## src/rtl/ib_bm_requester.sv

```systemverilog
// ib_bm_requester: splits a DMA descriptor into bus-master requests that
// never exceed MAX_CHUNK bytes, never cross a 4 KB global boundary, and
// never leave more than MAX_OUTST acknowledged-but-uncompleted operations.
// Each accepted request is followed by a one-cycle gap on BM_REQ while the
// next chunk is registered.
module ib_bm_requester #(
    parameter int MAX_CHUNK = 512,
    parameter int MAX_OUTST = 4
) (
    input  logic        i_clk,
    input  logic        i_rst_n,
    input  logic [63:0] i_desc_gaddr,
    input  logic [31:0] i_desc_laddr,
    input  logic [15:0] i_desc_len,
    input  logic        i_desc_dir,
    input  logic        i_desc_vld,
    output logic        o_desc_rdy,
    output logic [63:0] o_bm_global_addr,
    output logic [31:0] o_bm_local_addr,
    output logic [11:0] o_bm_length,
    output logic [15:0] o_bm_tag,
    output logic [1:0]  o_bm_trans_type,
    output logic        o_bm_req,
    input  logic        i_bm_ack,
    input  logic [15:0] i_bm_op_tag,
    input  logic        i_bm_op_done,
    output logic        o_busy,
    output logic        o_done,
    output logic        o_err
);

    typedef enum logic [1:0] {
        ST_IDLE      = 2'd0,
        ST_ISSUE     = 2'd1,
        ST_WAIT_DONE = 2'd2
    } state_t;

    localparam logic [16:0] C_MAX_CHUNK = 17'(MAX_CHUNK);
    localparam logic [3:0]  C_MAX_OUTST = 4'(MAX_OUTST);

    // Chunk size = min(remaining, MAX_CHUNK, bytes left in the current 4 KB page).
    function automatic logic [12:0] f_chunk(input logic [16:0] rem, input logic [11:0] goff);
        logic [16:0] to_bound;
        logic [16:0] m;
        to_bound = 17'd4096 - {5'd0, goff};
        m = rem;
        if (C_MAX_CHUNK < m) begin
            m = C_MAX_CHUNK;
        end else begin
            m = m;
        end
        if (to_bound < m) begin
            m = to_bound;
        end else begin
            m = m;
        end
        return m[12:0];
    endfunction

    state_t      r_state;
    state_t      w_state_next;
    logic [63:0] r_gaddr;
    logic [31:0] r_laddr;
    logic [16:0] r_rem;
    logic [12:0] r_chunk;
    logic        r_dir;
    logic [7:0]  r_tag;
    logic [3:0]  r_outst;
    logic        r_req;
    logic        r_rdy;
    logic        r_busy;
    logic        r_done;
    logic        r_err;

    logic        w_accept;
    logic        w_ack;
    logic [3:0]  w_outst_next;
    logic        w_err_evt;
    logic [16:0] w_rem_after;
    logic [63:0] w_gaddr_after;
    logic [31:0] w_laddr_after;
    logic        w_unused;

    // The completion tag is informational only; it does not steer any logic.
    assign w_unused      = ^i_bm_op_tag;

    assign w_accept      = (r_state == ST_IDLE) & r_rdy & i_desc_vld;
    assign w_ack         = r_req & i_bm_ack;
    assign w_rem_after   = r_rem - {4'd0, r_chunk};
    assign w_gaddr_after = r_gaddr + {51'd0, r_chunk};
    assign w_laddr_after = r_laddr + {19'd0, r_chunk};

    assign o_desc_rdy       = r_rdy;
    assign o_bm_global_addr = r_gaddr;
    assign o_bm_local_addr  = r_laddr;
    assign o_bm_length      = r_chunk[11:0];
    assign o_bm_tag         = {8'h00, r_tag};
    assign o_bm_trans_type  = {1'b0, r_dir};
    assign o_bm_req         = r_req;
    assign o_busy           = r_busy;
    assign o_done           = r_done;
    assign o_err            = r_err;

    // Outstanding counter update; a completion with nothing outstanding is an error.
    always_comb begin
        w_outst_next = r_outst;
        w_err_evt    = 1'b0;
        case ({w_ack, i_bm_op_done})
            2'b10: w_outst_next = r_outst + 4'd1;
            2'b01: begin
                if (r_outst == 4'd0) begin
                    w_err_evt = 1'b1;
                end else begin
                    w_outst_next = r_outst - 4'd1;
                end
            end
            default: w_outst_next = r_outst;
        endcase
    end

    // Next-state logic for the descriptor FSM.
    always_comb begin
        w_state_next = r_state;
        case (r_state)
            ST_IDLE: begin
                if (w_accept && (i_desc_len != 16'd0)) begin
                    w_state_next = ST_ISSUE;
                end else begin
                    w_state_next = ST_IDLE;
                end
            end
            ST_ISSUE: begin
                if (w_ack && (w_rem_after == 17'd0)) begin
                    w_state_next = ST_WAIT_DONE;
                end else begin
                    w_state_next = ST_ISSUE;
                end
            end
            ST_WAIT_DONE: begin
                if (r_outst == 4'd0) begin
                    w_state_next = ST_IDLE;
                end else begin
                    w_state_next = ST_WAIT_DONE;
                end
            end
            default: w_state_next = ST_IDLE;
        endcase
    end

    // FSM state register.
    always_ff @(posedge i_clk or negedge i_rst_n) begin
        if (!i_rst_n) begin
            r_state <= ST_IDLE;
        end else begin
            r_state <= w_state_next;
        end
    end

    // Descriptor datapath, request fields and registered status outputs.
    always_ff @(posedge i_clk or negedge i_rst_n) begin
        if (!i_rst_n) begin
            r_gaddr <= 64'd0;
            r_laddr <= 32'd0;
            r_rem   <= 17'd0;
            r_chunk <= 13'd0;
            r_dir   <= 1'b0;
            r_tag   <= 8'd0;
            r_outst <= 4'd0;
            r_req   <= 1'b0;
            r_rdy   <= 1'b0;
            r_busy  <= 1'b0;
            r_done  <= 1'b0;
            r_err   <= 1'b0;
        end else begin
            r_outst <= w_outst_next;
            r_err   <= r_err | w_err_evt;
            r_busy  <= (w_state_next != ST_IDLE);
            // Ready only after a full cycle spent in IDLE, so it trails DONE by one cycle.
            r_rdy   <= (r_state == ST_IDLE) & ~w_accept;
            r_done  <= 1'b0;
            case (r_state)
                ST_IDLE: begin
                    if (w_accept) begin
                        r_gaddr <= i_desc_gaddr;
                        r_laddr <= i_desc_laddr;
                        r_rem   <= {1'b0, i_desc_len};
                        r_dir   <= i_desc_dir;
                        r_chunk <= f_chunk({1'b0, i_desc_len}, i_desc_gaddr[11:0]);
                        r_req   <= (i_desc_len != 16'd0) && (w_outst_next < C_MAX_OUTST);
                        r_done  <= (i_desc_len == 16'd0);
                    end else begin
                        r_req   <= 1'b0;
                    end
                end
                ST_ISSUE: begin
                    if (w_ack) begin
                        r_gaddr <= w_gaddr_after;
                        r_laddr <= w_laddr_after;
                        r_rem   <= w_rem_after;
                        r_tag   <= r_tag + 8'd1;
                        r_chunk <= f_chunk(w_rem_after, w_gaddr_after[11:0]);
                        r_req   <= 1'b0;
                    end else begin
                        r_req   <= (w_outst_next < C_MAX_OUTST);
                    end
                end
                ST_WAIT_DONE: begin
                    r_req  <= 1'b0;
                    r_done <= (r_outst == 4'd0);
                end
                default: begin
                    r_req  <= 1'b0;
                end
            endcase
        end
    end

endmodule

```

## config.mk

```make
export PLATFORM = sky130hd
export DESIGN_NAME = ib_bm_requester
export DESIGN_NICKNAME = d
export VERILOG_FILES = /design/src/rtl/ib_bm_requester.sv
export SDC_FILE = /design/constraint.sdc
export NUM_CORES = 1
export LEC_CHECK = 0
export CAP_MARGIN = 5
export CORE_MARGIN = 2
export CORE_UTILIZATION = 52
export CTS_CLUSTER_SIZE = 40
export DETAILED_ROUTE_END_ITERATION = 6
export GPL_TIMING_DRIVEN = 1
export PLACE_DENSITY = 0.94
export SYNTH_ARGS = -nofsm -noshare
export SYNTH_HDL_FRONTEND = slang
export SYNTH_SLANG_ARGS = --single-unit
export TNS_END_PERCENT = 5
```

## constraint.sdc

```tcl
create_clock -name i_clk -period 6.1 [get_ports i_clk]
set_clock_uncertainty 0.05 [all_clocks]
set_input_delay 1.22 -clock i_clk [delete_from_list [all_inputs] [get_ports i_clk]]
set_output_delay 1.22 -clock i_clk [all_outputs]
set_load 0.05 [all_outputs]
```

==> summary.txt <==
Run status
  • Status: completed

Floorplan
  • Chip height: around 150 um
  • Initial Utilization: 0.5321
  • CORE AREA: ~22000 um^2
  • Cell row count: 54
  • Die Wd: 153.9 um
  • Top-Level Pins: around 270
  • Die area: between 20000 and 25000 um^2

Clocking
  • CTS clk-pin slew, worst paths: about 0.070 ns
  • TritonCTS Buffers: 17
  • CTS Buffer Depth: 2
  • CTS root buf: clkbuf_16
  • Sink Count: between 100 and 150
  • Post-CTS Hold Buffers: 0
  • Clk Latency, worst-skew pair: around 0.44 ns
  • CTS H-tree depth: 4
  • CTS tree: built

Power and ir drop
  • Max IR drop VDD: 0.0004344 V
  • Pwr/cell area: 705.5 nW/um^2
  • LEAKAGE: 0.006000 uW
  • Power Total: 10450 uW

Final layout
  • Nets: 1890
  • Area growth syn-to-layout: 26.78%
  • Post-route cell area: 14810 um^2
  • Ratio of cells with drive above 1 in the final layout: 0.05307
  • Fillers: ~1.7k

Timing
  • Final Hold Viols: 0
  • Fin crit period: slightly below 6 ns
  • RSZ-0062 raised after global routing: no
  • Pins over their slew limit: 0
  • Setup TNS: 0 ns
  • # setup viols final: 0
  • Least-Margin Pin Slew: 1.236 ns
  • F_max: 171.8 MHz
  • Period utilisation layout: 0.9541
  • Slew HR: 0.1754
  • WHS: around 0.42 ns

Setup path
  • Crit path max fanout: 11
  • CP Capture Type: flip-flop
  • Data arrival, critical path: around 6.1 ns
  • CP dominant cell by count: o21ai_0
  • Crit path cell chain: buf_4, ha_1, fa_1, a211oi_1, o21ai_0, a211o_1, a221oi_1, nand4_1, or2_1, xor2_1, ha_1, a21o_1, a21o_1, a21oi_1, o21ai_0, or4b_1, o31ai_4, buf_4, a32oi_1, o21ai_0
  • CP startpoint kind: flip-flop
  • CP delay by family, top: compound AO/OA/AOI/OAI gates
  • Worst path bufs/invs: 2
  • Worst setup path class: reg2reg
  • WP data required: around 6.4 ns
  • Crit path largest cell delay: 0.56 ns
  • CP max-delay cell: or4b_1

Placement
  • Gp weighted congestion: 0.9761
  • Area of placed instances: about 14000 um^2
  • Final HPWL DP: around 29000 um
  • Port bufs: about 240

Synth
  • Ys async rst share: 1.000
  • Post-Synthesis Cells: 1491
  • Synth area leaders: dfrtp_1 31%, ha_1 7.5%, nand2_1 5.4%
  • Seq/Total Area, Yosys: 0.3127
  • Mean Syn Cell Area: 7.837 um^2
  • Share of the synthesized area in the top cell type: 0.3127
  • Synth Register Bits: roughly 150
  • Netlist Area Pre-Place: 11680 um^2
  • Post-synth top area cell: dfrtp_1
  • Count of different cell masters after synthesis: 83
  • Main synth FF type: dfrtp_1
  • Synth Warn #: 0
  • EDFF count, synth: 0

Routing
  • ANT nets after route: 0
  • Post-route DRC: 0
  • Pre-antenna DRT Iters: 7
  • DRT iter0 DRCs: roughly 1.4k
  • Vias: 13.18k
  • Post-Route WL: around 40000 um
  • Vias/cell: approximately 6.7
  • Drt wl/cell: approximately 21 um

Flow run
  • Max_cap viols: 0

Global routing
  • Vias in the first global route: 12.86k
  • GRT Resource Usage Total: 0.3421
  • Largest net degree at the start of global routing: roughly 110
  • Initial antenna violation count: 1
  • Grt total ovfl: 0
  • First-pass GRT wire length: roughly 65000 um

Worst hold path
  • Worst Hold Class: reg2reg
logic make-up (layout without fill, tap and decap cells):
logic type	count (synthesis)	after routing	share of synthesized area
buf+inv	157	349	0.05921
simple gates	608	608	0.2512
other cells	2	16	0.0006427
compound gates	447	447	0.2517
xor+xnor	50	50	0.03748
flops	146	146	0.3127
mux	8	8	0.006960
fa+ha+maj	73	73	0.08009
final timing paths:
| kind | from | endpoint | slack [ns] | cells past startpoint |
|---|---|---|---|---|
| worst max-delay path | r_chunk[0] | r_chunk[11] | 0.28 | 20 |
| worst min-delay path | o_err | o_err | 0.42 | 1 |
| worst max register to register | r_chunk[0] | r_chunk[11] | 0.28 | 20 |
| worst min register to register | o_err | o_err | 0.42 | 1 |
| max in group asynchronous | i_rst_n | o_bm_global_addr[60] | 3.93 | 2 |
| min in group asynchronous | i_rst_n | o_bm_global_addr[5] | 0.83 | 1 |
synthesized netlist by cell type (all sizes together) (11+ instances only):
library cell  instances
a211oi               20
a21o                 19
a21oi               123
a311oi               13
a31oi                35
and2                 11
and3                 30
buf                  34
clkbuf               70
dfrtp               146
ha                   70
inv                  53
nand2               168
nand3                61
nand4                29
nor2                147
nor3                 64
nor4                 15
o211ai               17
o21a                 14
o21ai                94
o22ai                19
or3                  31
or4                  11
xnor2                31
xor2                 19
power by group:
part           total (uW)  internal (uW)  switching [uW]
Clock                1100            619             485
Sequential           1890           1390             506
Combinational        7450           2660            4790
Total               10500           4670            5790
flip-flops by register name, indices dropped and copies added, names as in the netlist:
name,count
o_bm_global_addr,64
o_bm_local_addr,32
o_bm_req,1
o_busy,1
o_desc_rdy,1
o_done,1
o_err,1
r_chunk,13
r_dir,1
r_outst,4
r_rem,17
r_state,2
r_tag,8
placed cells by master (no fill, tap or decap), types with 19 or more instances in the layout:
| master | instances |
|---|---|
| and3_1 | 30 |
| ha_1 | 70 |
| a21o_1 | 19 |
| xor2_1 | 19 |
| nand3_1 | 61 |
| dfrtp_1 | 146 |
| clkdlybuf4s50_1 | 238 |
| a31oi_1 | 35 |
| xnor2_1 | 31 |
| buf_4 | 25 |
| nor2_1 | 144 |
| o22ai_1 | 19 |
| inv_1 | 53 |
| a21oi_1 | 121 |
| nand2_1 | 168 |
| o21ai_0 | 86 |
| nor3_1 | 63 |
| nand4_1 | 28 |
| or3_1 | 30 |
worst reg2reg max path, delay by kind of cell (launching register included):
family	cells	cell delay [ns]
compound gates	11	2.63
simple gates	3	1.06
fa+ha+maj	3	0.97
buf+inv	2	0.40
flops	1	0.38
xor+xnor	1	0.23
metrics by stage:
stage                       util  std cells  worst slack, ns
after floorplan                -       1504            1.056
after global placement    0.6463       1942           0.4127
after detailed placement  0.6463       1942           0.3351
after CTS                 0.6736       1974           0.2387
after global routing      0.6746       1977           0.1139
final                     0.6746       1977           0.2799
area by class of cell:
cell class,instances,area [um^2],area share
timing repair buffer,264,2581,0.1742
sequential,146,3654,0.2466
tap,280,350.3,0.02365
inverter,53,198.9,0.01343
clock buffer,18,429.2,0.02897
clock inverter,14,168.9,0.01140
antenna,1,2.502,0.0001689
multi-input combinational,1201,7430,0.5015
metal layers:
layer,track usage,vias to the layer above,wire length (um)
met5,0,-,0
met4,0.2065,0,2496
met3,0.07074,219,4329
met2,0.5489,867,18930
met1,0.4266,6229,15450
li1,-,5861,-
repair_timing:
action	CTS	global route
gates resized for setup	0	1
setup buffers	0	2
setup endpoints to repair	0	8
Note: power is estimated with default switching activity, not from simulation.
